**src/rtl/fp_link_pkg.sv**
```systemverilog
`default_nettype none
// +-----------------------------------------------------------------------+
// | Package     : fp_link_pkg                                             |
// | Description : Shared constants and types for the host side of the     |
// |               byte-serial FP multiplier link.                         |
// | Revision    : 1.0  initial release                                    |
// +-----------------------------------------------------------------------+
package fp_link_pkg;

   // Link framing: two operands out, one product back
   localparam int OP_BYTES = 8;
   localparam int TX_BYTES = 16;
   localparam int RX_BYTES = 8;

   // IEEE-754 double field widths
   localparam int SIGN_W = 1;
   localparam int EXP_W  = 11;
   localparam int FRAC_W = 52;

   typedef struct packed {
      logic [SIGN_W-1:0] sign;
      logic [EXP_W-1:0]  expn;
      logic [FRAC_W-1:0] frac;
   } fp64_t;

   // Host FSM encoding
   typedef logic [2:0] state_t;
   localparam state_t ST_IDLE = 3'd0;
   localparam state_t ST_DRST = 3'd1;
   localparam state_t ST_SEND = 3'd2;
   localparam state_t ST_WAIT = 3'd3;
   localparam state_t ST_RECV = 3'd4;
   localparam state_t ST_RESP = 3'd5;

endpackage : fp_link_pkg
`default_nettype wire

```
**src/rtl/fp_link_deser.sv**
```systemverilog
`default_nettype none
// +-----------------------------------------------------------------------+
// | Module      : fp_link_deser                                           |
// | Description : 8-byte MSB-first capture shift register with byte       |
// |               count, synchronous clear and a done flag.               |
// | Revision    : 1.0  initial release                                    |
// +-----------------------------------------------------------------------+
module fp_link_deser
   import fp_link_pkg::*;
(
   input  logic                    CLK,
   input  logic                    RESET,
   input  logic                    clear,
   input  logic                    shift_en,
   input  logic [7:0]              data_in,
   output logic [RX_BYTES*8-1:0]   data,
   output logic                    done
);

   logic [3:0] r_count;

   // Shift each captured byte in at the LSB end so byte 0 ends up at the MSB
   always_ff @(posedge CLK) begin
      if (RESET || clear) begin
         data    <= '0;
         r_count <= '0;
      end else if (shift_en) begin
         data    <= {data[RX_BYTES*8-9:0], data_in};
         r_count <= r_count + 4'd1;
      end
   end

   assign done = (r_count == 4'(RX_BYTES));

endmodule : fp_link_deser
`default_nettype wire

```
**src/rtl/fp_mult_host.sv**
```systemverilog
`default_nettype none
// +-----------------------------------------------------------------------+
// | Module      : fp_mult_host                                            |
// | Description : Host-side initiator for the byte-serial FP multiplier.  |
// |               Resets the multiplier, streams A then B MSB first,      |
// |               collects the 8-byte product and returns it, with a      |
// |               timeout error if the multiplier never answers.          |
// | Revision    : 1.0  initial release                                    |
// +-----------------------------------------------------------------------+
module fp_mult_host
   import fp_link_pkg::*;
#(
   parameter int RST_CYCLES = 2,
   parameter int WAIT_MAX   = 64
)(
   input  logic        CLK,
   input  logic        RESET,
   input  logic        req_valid,
   output logic        req_ready,
   input  logic [63:0] op_a,
   input  logic [63:0] op_b,
   output logic        resp_valid,
   output logic [63:0] result,
   output logic        resp_err,
   output logic        dut_reset,
   output logic        dut_enable,
   output logic [7:0]  dut_data_in,
   input  logic        dut_ready,
   input  logic [7:0]  dut_data_out
);

   localparam int                  c_RCNT_W    = $clog2(RST_CYCLES + 1);
   localparam int                  c_WCNT_W    = $clog2(WAIT_MAX + 1);
   localparam logic [c_RCNT_W-1:0] c_RST_LAST  = c_RCNT_W'(RST_CYCLES - 1);
   localparam logic [c_WCNT_W-1:0] c_WAIT_LAST = c_WCNT_W'(WAIT_MAX - 1);
   localparam logic [3:0]          c_TX_LAST   = 4'(TX_BYTES - 1);

   state_t                  r_state;
   state_t                  w_next;
   logic [TX_BYTES*8-1:0]   r_tx;
   logic [3:0]              r_byte_cnt;
   logic [c_RCNT_W-1:0]     r_rst_cnt;
   logic [c_WCNT_W-1:0]     r_wait_cnt;
   logic [RX_BYTES*8-1:0]   w_rx_data;
   logic                    w_rx_done;
   logic                    w_accept;
   logic                    w_collecting;
   logic                    w_capture;
   logic                    w_expire;

   assign w_accept     = req_valid && req_ready;
   assign w_collecting = (r_state == ST_WAIT) || (r_state == ST_RECV);
   // A byte is taken whenever the multiplier presents one and the frame is not yet full
   assign w_capture    = w_collecting && dut_ready && !w_rx_done;
   // Timeout only fires on a cycle with no byte available; a byte arriving on the
   // last allowed cycle still counts
   assign w_expire     = w_collecting && !dut_ready && !w_rx_done &&
                         (r_wait_cnt == c_WAIT_LAST);

   fp_link_deser u_deser (
      .CLK      (CLK),
      .RESET    (RESET),
      .clear    (r_state == ST_SEND),
      .shift_en (w_capture),
      .data_in  (dut_data_out),
      .data     (w_rx_data),
      .done     (w_rx_done)
   );

   // Next-state selection for the transaction sequence
   always_comb begin
      w_next = r_state;
      case (r_state)
         ST_IDLE: if (w_accept)                    w_next = ST_DRST;
         ST_DRST: if (r_rst_cnt == c_RST_LAST)     w_next = ST_SEND;
         ST_SEND: if (r_byte_cnt == c_TX_LAST)     w_next = ST_WAIT;
         ST_WAIT: begin
            if (dut_ready)                         w_next = ST_RECV;
            else if (w_expire)                     w_next = ST_RESP;
         end
         ST_RECV: if (w_rx_done || w_expire)       w_next = ST_RESP;
         ST_RESP:                                  w_next = ST_IDLE;
         default:                                  w_next = ST_IDLE;
      endcase
   end

   // State, counters and all outputs; outputs are registered from the next state
   // so they line up with the state they belong to
   always_ff @(posedge CLK) begin
      if (RESET) begin
         r_state     <= ST_IDLE;
         r_tx        <= '0;
         r_byte_cnt  <= '0;
         r_rst_cnt   <= '0;
         r_wait_cnt  <= '0;
         req_ready   <= 1'b0;
         resp_valid  <= 1'b0;
         result      <= '0;
         resp_err    <= 1'b0;
         dut_reset   <= 1'b1;
         dut_enable  <= 1'b0;
         dut_data_in <= '0;
      end else begin
         r_state    <= w_next;
         req_ready  <= (w_next == ST_IDLE);
         dut_reset  <= (w_next == ST_DRST);
         dut_enable <= (w_next == ST_SEND);
         resp_valid <= (w_next == ST_RESP);

         r_rst_cnt  <= (r_state == ST_DRST) ? r_rst_cnt + 1'b1 : '0;

         // Byte counter wraps 15 -> 0 on the last SEND cycle
         if (r_state == ST_SEND)
            r_byte_cnt <= r_byte_cnt + 4'd1;

         // Cleared outside WAIT/RECV so it starts from zero on WAIT entry
         if (!w_collecting)
            r_wait_cnt <= '0;
         else if (r_wait_cnt != c_WAIT_LAST)
            r_wait_cnt <= r_wait_cnt + 1'b1;

         if (w_accept)
            r_tx <= {op_a, op_b};
         else if (w_next == ST_SEND)
            r_tx <= {r_tx[TX_BYTES*8-9:0], 8'h00};

         dut_data_in <= (w_next == ST_SEND) ? r_tx[TX_BYTES*8-1 -: 8] : 8'h00;

         if (w_next == ST_RESP) begin
            result   <= w_expire ? 64'h0 : w_rx_data;
            resp_err <= w_expire;
         end
      end
   end

endmodule : fp_mult_host
`default_nettype wire
```
**config.mk**
```make
export PLATFORM = sky130hd
export DESIGN_NAME = fp_mult_host
export DESIGN_NICKNAME = d
export VERILOG_FILES = /design/src/rtl/fp_link_pkg.sv /design/src/rtl/fp_link_deser.sv /design/src/rtl/fp_mult_host.sv
export SDC_FILE = /design/constraint.sdc
export NUM_CORES = 1
export LEC_CHECK = 0
export ABC_AREA = 1
export BUFFER_PORTS_ARGS = -buffer_cell sky130_fd_sc_hd__clkbuf_2
export CAP_MARGIN = 25
export CORE_ASPECT_RATIO = 0.7
export CORE_MARGIN = 4
export CORE_UTILIZATION = 40
export CTS_BUF_LIST = sky130_fd_sc_hd__clkbuf_4 sky130_fd_sc_hd__clkbuf_8
export DETAILED_ROUTE_END_ITERATION = 7
export GPL_TIMING_DRIVEN = 0
export PLACE_DENSITY_LB_ADDON = 0.2
export SLEW_MARGIN = 10
export SYNTH_ARGS = -nofsm -noshare
export SYNTH_HDL_FRONTEND = slang
export SYNTH_SLANG_ARGS = --single-unit
```
**constraint.sdc**
```tcl
create_clock -name CLK -period 4.3 [get_ports CLK]
set_input_delay 0.43 -clock CLK [delete_from_list [all_inputs] [get_ports CLK]]
set_output_delay 0.43 -clock CLK [all_outputs]
set_load 0.1 [all_outputs]
```
Word level (Yosys, flattened, before mapping)
Index checks and enable logic that the tools add are counted.
Word-level totals
  flip-flop bits (word level): 289
  output and inout bits: 77
Cells by class
  $add $sub $neg: 4
  bitwise operators: 3
  equal/unequal tests: 12
  mux-type cells: 10
  reductions and logical operators: 17
Operators with widths (count)
  128-bit two-way mux: 2
  64-bit two-way mux: 1
  3-bit two-way mux: 6
  3-bit case mux with 5 select lines: 1
  3-bit by 2-bit == test with 1-bit output, second input constant: 3
  4-bit by 1-bit adder with 4-bit output, second input constant: 2
  4-bit == test, second input constant: 2
  7-bit by 1-bit adder with 7-bit output, second input constant: 1
  7-bit by 6-bit == test with 1-bit output, second input constant: 1
  7-bit by 6-bit inequality test with 1-bit output, second input constant: 1
  3-bit by 1-bit == test with 1-bit output, second input constant: 2
  3-bit == test, second input constant: 2
  1-bit logical AND: 6
  3-bit zero test: 2
  2-bit OR reduction: 3
  1-bit logical OR: 3
  1-bit NOT: 3
  2-bit by 1-bit adder with 2-bit output, second input constant: 1
  2-bit by 1-bit == test with 1-bit output, second input constant: 1
  1-bit zero test: 2
  2-bit nonzero test: 1

Longest topological paths before layout
Gate-level depths: netlist of run 1.
  depth in word-level cells: 11
  depth in mapped cells: 14
  gate-level depth less buffers: 12

Hierarchy
Synthesis of run 1 repeated with hierarchy kept, for this count alone.
Unflattened totals
  cell total of the unflattened synthesis: 1891
  area, all modules: 12872.3 um2
Modules (own cells, without submodules)
  fp_mult_host: cells each 1587, sequential area each 4424.2 um2, times used 1, area an instance 10391.2 um2
  fp_link_deser: cells each 304, sequential area each 1361.3 um2, times used 1, area an instance 2481.1 um2

Worst setup path after synthesis of run 1
Ideal clock, no wire load.
  path kind: reg-to-reg
  from: reg req_ready
  to: reg resp_err
  buffers on the path: 2
  arrival time: 2.219 ns
  slack: 1.949 ns
  cell stages (with the launch flop): 12
  data required time: 4.168 ns
  cells stage by stage: dfxtp_1 > nand2_1 > inv_1 > nand3_1 > nand3_1 > nor2_2 > nand2_2 > nand3_1 > buf_4 > buf_2 > nand2_1 > a21oi_1
Between the ends
  word-level cells in the longest chain between the ends: 4
Ends and longest elaborated chain
  start, declared: line fp_mult_host.sv:19  | output logic req_ready,
  start signal, assigned: line fp_mult_host.sv:105  | req_ready <= (w_next == ST_IDLE);
  1-bit logical AND: line fp_mult_host.sv:51  | assign w_accept = req_valid && req_ready;
  3-bit two-way mux: line fp_mult_host.sv:74  | ST_IDLE: if (w_accept) w_next = ST_DRST;
  3-bit case mux with 5 select lines: line fp_mult_host.sv:73  | case (r_state)
  3-bit == test: line fp_mult_host.sv:129  | if (w_next == ST_RESP) begin
  end signal, assigned: line fp_mult_host.sv:131  | resp_err <= w_expire;
  end, declared: line fp_mult_host.sv:24  | output logic resp_err,
No other way between the ends.
A chain may end at the register's enable or synchronous reset.

Worst setup path after layout of run 1
  from: reg req_ready
  to: reg r_tx[25]
Between the ends
  word-level cells in the longest chain between the ends: 5
Ends and longest elaborated chain
  1-bit logical AND *: line fp_mult_host.sv:51
  3-bit two-way mux: line fp_mult_host.sv:74
  3-bit case mux with 5 select lines: line fp_mult_host.sv:73
  3-bit by 2-bit == test with 1-bit output: line fp_mult_host.sv:124  | else if (w_next == ST_SEND)
  2-bit nonzero test (no line)
  end signal, assigned: line fp_mult_host.sv:123  | r_tx <= {op_a, op_b};
  end signal, assigned: line fp_mult_host.sv:125  | r_tx <= {r_tx[TX_BYTES*8-9:0], 8'h00};
  end, declared: line fp_mult_host.sv:40  | logic [TX_BYTES*8-1:0] r_tx;
Mark *: on every way between the ends. The rest lies on a longest branch, timed or not.

==> flow_summary.ini, run 1 <==
[run_status]
status = finished, final reports clean

[placement]
gp_congestion = 0.861
dp_slack_ps = 1750
port-buffer-count = 216
dp_hpwl_mm = 28.2

[detailed_routing]
num_vias = 12403
totalWireLength_mm = 38.3
dr.pass1.iters = 6
drc = 0
wl_per_cell_um = 15.2
viasPerCell = 4.91
detail-route-antenna-nets = 0
drtIter0Drc = 997

[power_and_ir_drop]
pwr-share-comb_pct = 8.9
power_frac_clock_pct = 45.4
total_power_mw = 6.00
ir_worst_vdd_v = 0.000282
p_sw_mw = 1.53
seq_power_share_pct = 45.6
netSwitchingFraction_pct = 25.5
power.density_nw_per_um2 = 395
leakage_nw = 6.74
p_int_mw = 4.47

[critical_path]
endpoint_kind = flop
arrival_ps = 2880
reg2regPathDepth = 8
critical_path_class = reg -> reg
rr_endpoint = r_tx[25]
cp-start-kind = flop
regToRegSetupSlack_ps = 1920
r2r_start = req_ready
crit_required_ps = 4800
cp_max_fo = 10

[sta]
finalWorstSetupSlack_ps = 1920
worst-slew-pin-transition_ps = 952
rsz0062_at_grt = no
relSlewSlack_pct = 36.5
clock_skew_ps = 24.3
max_freq_mhz = 420
period_share_pct = 55.4
finalMaxSlewViolations = 0
setup-violations-final = 0
fin_tns_setup_ps = 0
finalHoldViolations = 0
min_period_ps = 2380

[floorplanning]
placementRows = 53
fp.dieArea_sq_um = 34200
fp.coreArea_sq_um = 30400
io_pins = 217
initial_core_util_pct = 41.1
die_w_um = 219
chipHeight_um = 156

[synth]
synth.yosys.warnings = 0
synth_top_cell_area_share_pct = 46.3
ys_ff_latch = 289
yosysTopAreaCell = dfxtp_1
synth_area_sq_um = 12500
synth-async-reset-ratio_pct = 0
synth-edff-count = 0
yosysUniqueCellTypes = 28
synth_flop_cell = dfxtp_1
yosysSeqAreaShare_pct = 46.3
syn_nets = 1957
synth_common_cells = 651 x nand2_1, 289 x dfxtp_1, 244 x a21oi_1
synth_area_leaders = dfxtp_1 46%, nand2_1 20%, a21oi_1 9.8%, nand3_1 5.5%, inv_1 3.5%
avgSynthCellArea_sq_um = 6.89
syn_inst = 1812
yosysMostFrequentCell = nand2_1

[finish]
n_antenna_cell = 0
syn_to_final_growth_pct = 21.6
drive_gt1_share_pct = 17.6
nFillCells = 3221
fin_nets = 2223

[grt]
grt_pass1_wl_mm = 59.7
track_usage_pct = 21.4
grt_start_max_net_pins = 14
grt_pass1_vias = 11373
antenna_found_initial = 0
grt_overflow_total = 0

[hold_path]
hold_start = op_b[0]
hold-path-cell-count = 3
worstHoldPathType = in -> reg
hold-path-endpoint = r_tx[0]

[clock_network]
cts_sinks = 289
clockRootBuffer = clkbuf_8
ctsLongestPathBuffers = 3
postCtsHoldBufs = 0
ctsResizeCount = 0
h-tree-depth = 2
cts_tree = done
clk_transition_reported_paths_ps = 60
numCtsBuffers = 48
postCtsSetupBuffers = 0
clk_latency_ps = 580

[run]
drv_cap = 0
-- power by group through the flow --
| stage | Combinational [mW] | Clock, mW | Sequential, mW |
|---|---|---|---|
| after detailed placement | 0.531 | 0 | 2.80 |
| after CTS | 0.534 | 2.80 | 2.74 |
| after floorplan | 0.321 | 0 | 2.81 |
| after global placement | 0.525 | 0 | 2.80 |
| after global routing | 0.598 | 2.94 | 2.74 |
| final | 0.537 | 2.73 | 2.74 |
-- cell families (layout without fill, tap and decap cells) --
logic type,after synthesis,in the layout,synth area share (%)
AOI/OAI and AO/OA,311,311,12.5
xor gates and xnor gates,5,5,0.351
adders and majority gates,5,5,0.501
buffers and inverters,263,564,8.85
DFF,289,289,46.3
and+or+nand+nor,939,939,31.4
-- flip-flops by register name (all words and copies together) (netlist names) --
register         flops
dut_data_in          8
dut_enable           1
dut_reset            1
r_byte_cnt           4
r_rst_cnt            2
r_state              3
r_tx               128
r_wait_cnt           7
req_ready            1
resp_err             1
resp_valid           1
result              64
u_deser.data        64
u_deser.r_count      4
-- metrics by stage --
step	cells	instance area [sq um]	util [%]	hold slack (ps)
floorplan	1812	12500	-	408
global placement	2440	14100	46.4	416
detailed placement	2440	14100	46.4	424
CTS	2525	15200	50.0	44.0
global route	2525	15200	50.0	49.3
finish	2525	15200	50.0	93.5
-- worst max path at each step --
stage / startpoint / endpoint / slack [ps] / cells after the start
CTS: req_ready / r_tx[25] / 1890 / 8
detailed placement: req_valid / r_tx[25] / 1750 / 9
global route: req_ready / r_tx[25] / 1650 / 8
finish: req_ready / r_tx[25] / 1920 / 8
floorplan: req_ready / resp_err / 1950 / 11
global placement: req_valid / r_tx[109] / 1800 / 9
-- worst max-delay path, cell delays in order (launching register included) --
cell and delay [ps]:
dfxtp_1 350, nand2_1 210, inv_1 180, clkbuf_1 730
clkbuf_1 440, nand2_1 110, nand2_1 80, nand2_1 60
a21oi_1 140
-- layer usage --
| metal | GRT usage (%) | part of all wire, % |
|---|---|---|
| met1 | 34.0 | 53 |
| met2 | 29.1 | 39 |
| met3 | 4.79 | 6.3 |
| met4 | 4.99 | 1.8 |
| met5 | 0 | 0 |
-- cell usage in the layout (no fill, tap or decap) --
cell and n:
a21oi_1 244, a21oi_2 1, a311oi_1 1, a31oi_1 1, and3_1 1, buf_1 1, buf_2 37, buf_4 19
bufinv_16 2, clkbuf_1 88, clkbuf_2 216, clkbuf_4 10, clkbuf_8 67, clkinv_2 3, dfxtp_1 289, ha_1 5
inv_1 115, inv_2 3, inv_6 3, nand2_1 651, nand2_2 3, nand3_1 138, nand3_2 2, nand3_4 1
nand4_1 66, nor2_1 69, nor2_2 1, nor2_4 1, nor3_1 2, nor3_2 1, nor4_1 2, o21ai_0 64
or2_2 1, xnor2_1 5
-- area by class of cell --
type / count / area [sq um] / area share (%)
multi-input combinational: 1260 / 5600 / 36.9
sequential: 289 / 5790 / 38.1
clock inverter: 8 / 101 / 0.668
tap: 412 / 515 / 3.40
clock buffer: 77 / 997 / 6.57
buffer: 145 / 662 / 4.36
timing repair buffer: 216 / 1080 / 7.12
inverter: 118 / 443 / 2.92
(Power assumes the default switching activity.)
==> run 2: changes to the inputs <==
Clock period 4.3 ns to 2.45 ns, I/O delays scaled along.
==> run 2 against run 1 <==
Net effect: register-to-register slack lost 1700 ps; flip-flop and latch count is the same; combinational power grew 100%; wire length grew 4.0%; sequential share of layout area shrank 2.6 points; fmax grew 7.1%; total power grew 78%; non-clock buffer count grew 110; first-iteration DRC count grew 13%; largest cell class unchanged.
==> flow_summary.ini, run 2 (synthesis gave the netlist of run 1 again) <==
[run_status]
status = finished, final reports clean

[power_and_ir_drop]
power_frac_clock_pct = 44.9
ir_worst_vdd_v = 0.000504
netSwitchingFraction_pct = 25.6
power.density_nw_per_um2 = 657
leakage_nw = 7.21
seq_power_share_pct = 45.0
p_sw_mw = 2.73
pwr-share-comb_pct = 10.1
p_int_mw = 7.96

[hold_path]
worstHoldPathType = in -> reg
hold-path-cell-count = 5

[placement]
dp_hpwl_mm = 28.2
dp_slack_ps = 70.9
dpl-instance-area_sq_um = 14100
gp_congestion = 0.861
port-buffer-count = 216
dpl.cell_count = 2440

[clock_network]
clockRootBuffer = clkbuf_8
clk_transition_reported_paths_ps = 60
numCtsBuffers = 48
cts_sinks = 289
clk_latency_ps = 590
cts_tree = done
h-tree-depth = 2
ctsLongestPathBuffers = 3

[detailed_routing]
drc = 0
num_vias = 12905
detail-route-antenna-nets = 0
wl_per_cell_um = 15.1
dr.pass1.iters = 5
drtIter0Drc = 1125
viasPerCell = 4.90
totalWireLength_mm = 39.8

[critical_path]
reg2regPathDepth = 11
critical_path_class = reg -> reg
cp-start-kind = flop
endpoint_kind = flop
arrival_ps = 2720
crit_required_ps = 2940
cp_max_fo = 10

[grt]
grt_pass1_vias = 12080
grt_start_max_net_pins = 14
grt_overflow_total = 0
grt_pass1_wl_mm = 62.5
antenna_found_initial = 0
track_usage_pct = 22.5

[sta]
finalHoldViolations = 0
finalWorstSetupSlack_ps = 227
max_freq_mhz = 450
period_share_pct = 90.7
clock_skew_ps = 29.4
setup-violations-final = 0
worst-slew-pin-transition_ps = 762
relSlewSlack_pct = 49.2
min_period_ps = 2220
finalMaxSlewViolations = 0

[run]
drv_cap = 0

[floorplanning]
die_w_um = 219
placementRows = 53
chipHeight_um = 156
fp.dieArea_sq_um = 34200
io_pins = 217
initial_core_util_pct = 41.1
fp.coreArea_sq_um = 30400

[finish]
drive_gt1_share_pct = 16.9
reg.largest.list = r_tx (128), result (64), u_deser.data (64)
fin_area_sq_um = 16300
final_common_cell = nand2_1
instances_no_fill = 2635
largest_register_ffs = 128
n_antenna_cell = 0
syn_to_final_growth_pct = 30.4
max_flop_register = r_tx
final_cell_mix = 651 x nand2_1, 289 x dfxtp_1, 244 x a21oi_1, 218 x clkbuf_2, 138 x nand3_1
fin_nets = 2333
-- run 2: changes by cell type in the layout (fill, tap and decap cells not counted) --
| cell | before | now |
|---|---|---|
| buf_4 | 19 | 21 |
| dlygate4sd3_1 | 0 | 108 |
| clkbuf_1 | 88 | 85 |
| buf_1 | 1 | 2 |
| clkbuf_2 | 216 | 218 |
| buf_2 | 37 | 36 |
| clkbuf_4 | 10 | 11 |
-- run 2: routing by layer --
| metal | routed length, um | track usage, % | share of wire [%] | vias up |
|---|---|---|---|---|
| li1 | - | - | - | 6600 |
| met1 | 20100 | 34.3 | 50 | 5849 |
| met2 | 15900 | 31.6 | 40 | 385 |
| met3 | 2840 | 4.94 | 7.1 | 71 |
| met4 | 969 | 6.26 | 2.4 | 0 |
| met5 | 0 | 0 | 0 | - |
-- run 2: layout make-up --
cell class	count	area [sq um]
Buffer	145	667
Clock buffer	77	997
Clock inverter	8	101
Fill cell	3063	14100
Inverter	118	443
Multi-Input combinational cell	1260	5600
Sequential cell	289	5790
Tap cell	412	515
Timing Repair Buffer	326	2180
-- run 2: stage by stage --
stage | hold slack [ps] | total power [mW] | util [%] | TNS (ps)
floorplan | 390 | 5.50 | - | 0
global placement | 416 | 5.83 | 46.4 | 0
detailed placement | 424 | 5.84 | 46.4 | 0
CTS | 0.879 | 10.8 | 53.5 | 0
finish | 28.3 | 10.7 | 53.6 | 0
global route | 11.9 | 11.2 | 53.6 | -9.51
-- run 2: what timing repair did --
action	in CTS	in global routing
hold endpoints to repair	109	0
endpoints found under the setup margin	0	98
resized for setup	0	7
hold buffers	108	0
buffers inserted	0	2
-- run 2: critical path: stages (launching register included) --
cell,delay (ps)
dfxtp_1,380
inv_1,80
ha_1,200
nand2_1,70
nor2_1,60
nor2_1,170
nand3_4,120
a21oi_2,170
buf_2,300
buf_2,260
nand4_1,170
a21oi_1,180
-- run 2: final timing paths --
| check | from | end | slack, ps |
|---|---|---|---|
| setup / recovery | u_deser.r_count[0] | result[11] | 230 |
| hold / removal | op_b[9] | r_tx[9] | 30 |
| hold reg to reg | r_tx[120] | dut_data_in[0] | 430 |
| setup reg to reg | u_deser.r_count[0] | result[11] | 230 |
-- run 2: power by group through the flow --
stage | clock, mW | sequential (mW) | combinational, mW
after floorplan | 0 | 4.93 | 0.564
after global placement | 0 | 4.91 | 0.922
after detailed placement | 0 | 4.91 | 0.932
after CTS | 4.92 | 4.81 | 1.07
after global routing | 5.15 | 4.81 | 1.20
final | 4.80 | 4.81 | 1.08
